$ cat config.mk
export PLATFORM = sky130hd
export DESIGN_NAME = dmem_arbiter
export DESIGN_NICKNAME = d
export VERILOG_FILES = /design/src/rtl/dmem_arb_pkg.sv /design/src/rtl/arb_starve_cnt.sv /design/src/rtl/dmem_arbiter.sv
export SDC_FILE = /design/constraint.sdc
export NUM_CORES = 1
export LEC_CHECK = 0
export ABC_AREA = 1
export BUFFER_PORTS_ARGS = -buffer_cell sky130_fd_sc_hd__buf_4
export CORE_AREA = 2 2 116 118
export CTS_BUF_LIST = sky130_fd_sc_hd__clkbuf_16
export DETAILED_ROUTE_END_ITERATION = 6
export DIE_AREA = 0 0 118 120
export GPL_TIMING_DRIVEN = 1
export MAX_ROUTING_LAYER = met4
export PLACE_DENSITY_LB_ADDON = 0.2
export SLEW_MARGIN = 20
export SYNTH_ARGS = -nofsm -noshare
export SYNTH_HDL_FRONTEND = slang
export SYNTH_SLANG_ARGS = --single-unit
$ cat constraint.sdc
create_clock -name clk -period 2.4 [get_ports clk]
set_clock_uncertainty 0.2 [all_clocks]
set_input_delay 0.36 -clock clk [delete_from_list [all_inputs] [get_ports clk]]
set_output_delay 0.36 -clock clk [all_outputs]
set_load 0.005 [all_outputs]
$ cat src/rtl/dmem_arb_pkg.sv
// Shared types for the data-memory arbiter between the core and the host/debug port.
package dmem_arb_pkg;

    localparam int unsigned WAIT_CNT_W = 8;

    typedef enum logic [0:0] {
        IDLE,
        RESP
    } arb_state_t;

    // Sized for the default 32-bit address/data configuration.
    typedef struct packed {
        logic        we;
        logic [31:0] addr;
        logic [31:0] wdata;
    } host_req_t;

endpackage

$ cat src/rtl/arb_starve_cnt.sv
// Saturating count of cycles the host has been kept waiting by core traffic.
module arb_starve_cnt
    import dmem_arb_pkg::*;
#(
    parameter int unsigned MAX = 4
) (
    input  logic clk,
    input  logic reset,
    input  logic clear,
    input  logic inc,
    output logic at_max
);

    localparam logic [WAIT_CNT_W-1:0] MAX_CNT = WAIT_CNT_W'(MAX);

    logic [WAIT_CNT_W-1:0] cnt;

    always_ff @(posedge clk or posedge reset) begin
        if (reset) begin
            cnt <= '0;
        end else if (clear) begin
            cnt <= '0;
        end else if (inc && (cnt != MAX_CNT)) begin
            cnt <= cnt + WAIT_CNT_W'(1);
        end
    end

    assign at_max = (cnt == MAX_CNT);

endmodule

$ cat src/rtl/dmem_arbiter.sv
// Shares dmem between the core (priority) and a host port, with a starvation-forced core stall.
module dmem_arbiter
    import dmem_arb_pkg::*;
#(
    parameter int unsigned STARVE_MAX = 4,
    parameter int unsigned AW         = 32,
    parameter int unsigned DW         = 32
) (
    input  logic          clk,
    input  logic          reset,
    input  logic          core_we,
    input  logic          core_re,
    input  logic [AW-1:0] core_addr,
    input  logic [DW-1:0] core_wdata,
    output logic [DW-1:0] core_rdata,
    output logic          core_stall,
    input  logic          host_valid,
    output logic          host_ready,
    input  logic          host_we,
    input  logic [AW-1:0] host_addr,
    input  logic [DW-1:0] host_wdata,
    output logic          host_rvalid,
    output logic [DW-1:0] host_rdata,
    output logic          mem_we,
    output logic [AW-1:0] mem_a,
    output logic [DW-1:0] mem_wd,
    input  logic [DW-1:0] mem_rd
);

    arb_state_t state, state_next;
    logic       core_busy;
    logic       wait_at_max;
    logic       cnt_clear;
    logic       cnt_inc;
    logic       host_rd_accept;

    arb_starve_cnt #(
        .MAX (STARVE_MAX)
    ) u_starve_cnt (
        .clk    (clk),
        .reset  (reset),
        .clear  (cnt_clear),
        .inc    (cnt_inc),
        .at_max (wait_at_max)
    );

    always_comb begin
        core_busy      = core_we | core_re;
        // Gated by reset so an accepted host write can never be silently dropped.
        host_ready     = !reset && (state == IDLE) && host_valid && (!core_busy || wait_at_max);
        core_stall     = host_ready & core_busy;
        host_rd_accept = host_ready & !host_we;
        cnt_clear      = host_ready | !host_valid;
        cnt_inc        = host_valid & !host_ready & (state == IDLE);
        host_rvalid    = (state == RESP);
        core_rdata     = mem_rd;

        state_next = state;
        case (state)
            IDLE:    if (host_rd_accept) state_next = RESP;
            RESP:    state_next = IDLE;
            default: state_next = IDLE;
        endcase

        if (host_ready) begin
            mem_we = host_we;
            mem_a  = host_addr;
            mem_wd = host_wdata;
        end else begin
            mem_we = core_we & !reset;
            mem_a  = core_addr;
            mem_wd = core_wdata;
        end
    end

    always_ff @(posedge clk or posedge reset) begin
        if (reset) begin
            state <= IDLE;
        end else begin
            state <= state_next;
        end
    end

    always_ff @(posedge clk or posedge reset) begin
        if (reset) begin
            host_rdata <= '0;
        end else if (host_rd_accept) begin
            host_rdata <= mem_rd;
        end
    end

endmodule

==> results of run 1 <==
==> metal layers <==
metal	wire length, um	GRT usage	vias to the layer above
met5	0	-	-
met4	329	0.0489	0
met3	987	0.0385	26
met2	6470	0.299	210
met1	5520	0.215	1826
li1	-	-	1995
==> power groups by stage <==
stage	Combinational [mW]	Clock, mW	Sequential [mW]
after CTS	1.00	0.768	0.908
after global placement	0.967	0	0.920
after global routing	1.16	0.798	0.929
after detailed placement	0.971	0	0.917
final	1.06	0.742	0.908
after floorplan	0.330	0	0.924
==> synth_stat cells (all sizes together) <==
cell type	n
a21oi	1
buf	51
clkbuf	7
dfrtp	41
ha	2
inv	19
nand2	290
nand3	16
nand4	32
nor2	17
nor3	1
or2	1
==> critical path: cells and delay by family, from the launching register on <==
kind	cells	cell delay (ps)
AND/OR/NAND/NOR	7	560
flip-flops	1	390
buffers and inverters	4	470
adder cells (fa/ha/maj)	1	170
==> placed cells by master, fill, tap and decap left out, types with 3 or more instances in the layout <==
cell type / n
nand2_4: 17
nand2_1: 239
nand2_2: 33
buf_4: 287
dfrtp_1: 41
nor2_1: 16
inv_1: 15
clkbuf_16: 10
nand3_1: 15
buf_6: 20
nand4_1: 32
inv_2: 3
buf_16: 4
==> stage by stage <==
step                       util  cells  power (mW)  hold WS (ps)  setup slack, ps
after floorplan               -    478        1.25           265              357
after global placement    0.397    902        1.89           256              153
after detailed placement  0.397    902        1.89           260              144
after CTS                 0.420    917        2.68          84.4            -58.3
after global routing      0.452    922        2.89           135             -138
final                     0.452    922        2.71          37.9            -29.2
==> cell type report <==
cell class	count	area (um2)
clock inverters	3	37.5
clock buffers	5	125
repair buffers	318	2660
well taps	176	220
multi-input cells	360	1710
fillers	1266	7120
inverters	19	87.6
flip-flops and latches	41	1030
==> repair_timing <==
| action | in CTS | in global routing |
|---|---|---|
| pin swaps | 3 | 15 |
| resized for setup | 8 | 88 |
| buffers inserted | 4 | 1 |
| setup endpoints to repair | 66 | 95 |
| cloned | 3 | 5 |
==> state kept, by name (all words and copies together), names as in the netlist <==
register and cells:
u_starve_cnt.cnt 8, host_rdata 32, host_rvalid 1
==> cells by family (layout without fill, tap and decap cells) <==
kind of cell,Yosys count,count (layout),share of synthesized area
adder cells (fa/ha/maj),2,2,0.00836
buffers and inverters,77,345,0.155
AND/OR/NAND/NOR,357,357,0.492
AO/OA/AOI/OAI,1,1,0.00167
flip-flops,41,41,0.343
==> worst max path at each step <==
stage	from	to	slack, ps	cells past startpoint
4_1_cts	u_starve_cnt.cnt[0]	mem_wd[8]	-60	12
6_report	u_starve_cnt.cnt[0]	mem_a[15]	-30	12
3_5_place_dp	u_starve_cnt.cnt[0]	mem_wd[3]	140	11
2_1_floorplan	reset	mem_we	360	3
3_3_place_gp	u_starve_cnt.cnt[0]	mem_we	150	11
5_1_grt	u_starve_cnt.cnt[1]	mem_a[30]	-140	12
==> impl_metrics.env, run 1 <==
export IMPL_status="finished, violations left"
export IMPL_violations="setup timing"
export IMPL_grt_use_total=0.177
export IMPL_place_hpwl_mm=9.68
export IMPL_internal_power_mw=1.93
export IMPL_required_ps=1840
export IMPL_design_die_area_mm2=0.0142
export IMPL_rsz0062_at_grt="true"
export IMPL_p_seq_frac=0.335
export IMPL_row_count=42
export IMPL_fp_dieH_um=120
export IMPL_yosysSeqAreaShare=0.343
export IMPL_clk_pin_slew_ps=50
export IMPL_synth_top_cells_by_area="nand2_1 36%, dfrtp_1 34%, buf_4 8.0%, nand4_1 6.7%, nand3_1 2.5%"
export IMPL_drtIter0Drc=170
export IMPL_synth_seq_cells=41
export IMPL_finalWirelength_mm=13.3
export IMPL_root_buffer="clkbuf_16"
export IMPL_cts_tree="yes"
export IMPL_endpoint_kind="primary output"
export IMPL_grt_pass1_vias=3874
export IMPL_globalplace_congestion=0.909
export IMPL_tns_ps=-234
export IMPL_power_density_mw_per_mm2=462
export IMPL_netlist_area_leader_share=0.359
export IMPL_finalSetupViolCount=27
export IMPL_sw_frac_of_total=0.287
export IMPL_core_area_mm2=0.0130
export IMPL_syn_cell_area_mm2=0.00299
export IMPL_antenna_cells=0
export IMPL_p_sw_mw=0.776
export IMPL_final_min_clock_period_ps=2430
export IMPL_crit_path_max_incr_delay_ps=390
export IMPL_timing_slew_headroom=0.639
export IMPL_crit_slowest_cell="dfrtp_1"
export IMPL_cts_sinks=41
export IMPL_p_leak_nw=3.43
export IMPL_ios=298
export IMPL_clock_latency_ps=270
export IMPL_grt_max_degree=42
export IMPL_fmax_mhz=412
export IMPL_worst_pin_slew_ps=541
export IMPL_port_buffers=297
export IMPL_vias=4057
export IMPL_critPathLaunchType="register"
export IMPL_avgViaCountPerCell=4.40
export IMPL_stdcell_area_mm2=0.00586
export IMPL_cts_buffers=5
export IMPL_syn_to_final_growth_pct=95.9
export IMPL_yosys_warnings=0
export IMPL_path_class="reg -> out"
export IMPL_cap_violations=0
export IMPL_synth_cell_type_count=19
export IMPL_firstDrtPassIters=4
export IMPL_routedWlPerCell_um=14.4
export IMPL_drive_gt1_frac=0.513
export IMPL_initial_core_util=0.230
export IMPL_crit_chain="inv_2 -> ha_2 -> nand2_1 -> nor2_1 -> nand2_2 -> nand2_4 -> nand2_8 -> inv_16 -> clkbuf_16 -> nand2_2 -> nand2_1 -> buf_4"
export IMPL_worst_r2r_cell_count=11
export IMPL_nets=913
export IMPL_fin_crit_sh=1.01
export IMPL_rr_startpoint="u_starve_cnt.cnt[0]"
export IMPL_drc=0
export IMPL_syn_nets=646
export IMPL_critPathMaxFanout=8
export IMPL_placed_cell_area_mm2=0.00515
export IMPL_finalWorstSetupSlack_ps=-29.2
export IMPL_postSynthCellCount=478
export IMPL_hold_viol=0
export IMPL_reg2reg_to="host_rdata[18]"
export IMPL_h_tree_depth=2
export IMPL_die_w_um=118
export IMPL_hp_class="in -> async"
export IMPL_ctsHoldBuffers=0
export IMPL_postRouteAntennaNets=0
export IMPL_grt_pass1_wl_mm=19.8
export IMPL_r2r_slack_ps=270
export IMPL_critPathArrivalTime_ps=1870
export IMPL_grt_overflow=0
export IMPL_maxSlewViolCount=0
export IMPL_clock_path_buffers=2
export IMPL_clkPwrFrac=0.274
export IMPL_avgSynthCellArea_um2=6.26
export IMPL_max_vdd_ir_drop_mv=0.292
export IMPL_combPwrFrac=0.391
export IMPL_antenna_found_initial=0
export IMPL_yosysTopAreaCell="nand2_1"
Power figures use the tool's default switching activity.
==> inputs of run 2 (changes only) <==
Settings changed: GPL_TIMING_DRIVEN 1 to 0.
==> run 2 against run 1 <==
Against the previous run:
- the run now ends clean
- cell count up 6.1%
- routed wire length up 3.1%
- non-clock buffer count up 56
- largest power group unchanged
- via count up 2.9%
- first-iteration DRC count up 22%
- highest routed layer unchanged
- combinational power up 7%
- total power down 1.0%
- cell area up 5.7%
==> impl_metrics.env, run 2 (same netlist as run 1, synthesis figures left out) <==
export IMPL_design_die_area_mm2=0.0142
export IMPL_dpl_cell_count=952
export IMPL_required_ps=1840
export IMPL_rr_startpoint="u_starve_cnt.cnt[1]"
export IMPL_clock_path_buffers=2
export IMPL_crit_path_start="u_starve_cnt.cnt[1]"
export IMPL_hold_viol=0
export IMPL_p_leak_nw=3.61
export IMPL_path_class="reg -> out"
export IMPL_routedWlPerCell_um=14.0
export IMPL_root_buffer="clkbuf_16"
export IMPL_antenna_cells=0
export IMPL_clkPwrFrac=0.237
export IMPL_vias=4176
export IMPL_avgViaCountPerCell=4.27
export IMPL_final_cells=978
export IMPL_layout_commonest_cell="buf_4"
export IMPL_grt_pass1_vias=3950
export IMPL_r2r_slack_ps=500
export IMPL_cts_sinks=41
export IMPL_grt_pass1_wl_mm=20.2
export IMPL_p_sw_mw=0.802
export IMPL_finalSetupViolCount=0
export IMPL_clock_latency_ps=280
export IMPL_cts_tree="yes"
export IMPL_grt_max_degree=27
export IMPL_critPathMaxFanout=5
export IMPL_p_seq_frac=0.340
export IMPL_maxSlewViolCount=0
export IMPL_fp_dieH_um=120
export IMPL_fillers=1311
export IMPL_largest_reg_flops=32
export IMPL_grt_use_total=0.181
export IMPL_hp_class="in -> reg"
export IMPL_drc=0
export IMPL_internal_power_mw=1.88
export IMPL_max_vdd_ir_drop_mv=0.366
export IMPL_timing_slew_headroom=0.543
export IMPL_initial_core_util=0.230
export IMPL_port_buffers=297
export IMPL_place_hpwl_mm=10.7
export IMPL_die_w_um=118
export IMPL_clk_pin_slew_ps=60
export IMPL_firstDrtPassIters=5
export IMPL_core_area_mm2=0.0130
export IMPL_combPwrFrac=0.423
export IMPL_row_count=42
export IMPL_power_density_mw_per_mm2=433
export IMPL_cts_buffers=5
export IMPL_endpoint_kind="primary output"
export IMPL_status="finished, final reports clean"
export IMPL_nets=969
export IMPL_syn_to_final_growth_pct=107
export IMPL_fmax_mhz=417
export IMPL_totalPowerFinal_mw=2.68
export IMPL_worst_r2r_cell_count=10
export IMPL_critPathArrivalTime_ps=1840
export IMPL_fin_crit_sh=0.999
export IMPL_grt_overflow=0
export IMPL_h_tree_depth=2
export IMPL_drive_gt1_frac=0.559
export IMPL_layout_common_cells="318 x buf_4, 227 x nand2_1, 51 x nand2_2"
export IMPL_postRouteAntennaNets=0
export IMPL_sw_frac_of_total=0.299
export IMPL_finalWirelength_mm=13.7
export IMPL_reg2reg_to="u_starve_cnt.cnt[0]"
export IMPL_drtIter0Drc=208
export IMPL_final_min_clock_period_ps=2400
export IMPL_rsz0062_at_grt="true"
export IMPL_antenna_found_initial=0
export IMPL_critPathLaunchType="register"
export IMPL_worst_pin_slew_ps=683
export IMPL_hold_path_end="host_rdata[4]"
export IMPL_max_flop_register="host_rdata"
export IMPL_whs_path_depth=3
export IMPL_globalplace_congestion=0.897
export IMPL_min_delay_start="mem_rd[4]"
export IMPL_cap_violations=0
export IMPL_ios=298
[run 2: cell types whose count changed in the layout (fill, tap and decap cells not counted), moves of 5 or more]
cell	change
nand2_4	-5
buf_4	+31
buf_6	+10
buf_2	+7
nand2_1	-12
clkbuf_1	+6
nand2_2	+18
[run 2: layer usage]
| layer | up-vias | routed length (um) | GRT usage |
|---|---|---|---|
| met5 | - | 0 | - |
| met4 | 0 | 284 | 0.0331 |
| met3 | 18 | 937 | 0.0413 |
| met2 | 186 | 7040 | 0.314 |
| met1 | 1880 | 5450 | 0.217 |
| li1 | 2092 | - | - |
[run 2: how the worst max path moves through the flow]
stage                       to  slack, ps  depth (start not counted)
global route         mem_a[15]        -80                         13
global placement        mem_we       -310                          5
CTS                 mem_wd[28]        -20                         13
finish               mem_a[12]          2                         13
detailed placement   mem_a[12]        -60                         13
floorplan               mem_we        360                          3
[run 2: critical path, stage by stage, from the launching register on]
cell and delay, ps:
dfrtp_1 390, inv_2 80, ha_4 140, nand2_2 50
nor2_2 90, nand2_2 80, nand2_4 70, nand2_4 70
inv_6 90, buf_12 140, buf_12 130, nand2_4 70
nand2_2 70, buf_6 90
[run 2: power by group through the flow]
| stage | Combinational [mW] | Clock, mW | Sequential [mW] |
|---|---|---|---|
| after floorplan | 0.330 | 0 | 0.924 |
| after global placement | 1.01 | 0 | 0.919 |
| after detailed placement | 1.03 | 0 | 0.919 |
| after CTS | 1.08 | 0.652 | 0.911 |
| after global routing | 1.23 | 0.682 | 0.925 |
| final | 1.13 | 0.637 | 0.911 |
[run 2: layout make-up]
class / count / area [um2] / share of cell area
Buffer: 58 / 455 / 0.0735
Multi-Input combinational cell: 360 / 1730 / 0.279
Inverter: 19 / 76.3 / 0.0123
Clock inverter: 3 / 15.0 / 0.00242
Clock buffer: 5 / 125 / 0.0202
Tap cell: 176 / 220 / 0.0355
Sequential cell: 41 / 1030 / 0.166
Timing Repair Buffer: 316 / 2550 / 0.412
[run 2: metrics by stage]
stage	worst slack (ps)	cell area, um2	TNS [ps]	hold slack (ps)	utilization
5_1_grt	-79.3	6190	-3260	146	0.477
3_3_place_gp	-310	5440	-408	255	0.419
2_1_floorplan	357	2990	0	265	-
3_5_place_dp	-58.5	5460	-150	191	0.421
4_1_cts	-22.8	5840	-135	135	0.450
6_report	1.80	6190	0	139	0.477
[run 2: what timing repair did]
| action | in CTS | in global routing |
|---|---|---|
| gates cloned | 2 | 2 |
| setup buffers | 9 | 3 |
| pin swaps | 8 | 27 |
| hold buffers | 2 | 0 |
| setup endpoints to repair | 67 | 66 |
| hold endpoints to repair | 15 | 0 |
| resized for setup | 39 | 91 |
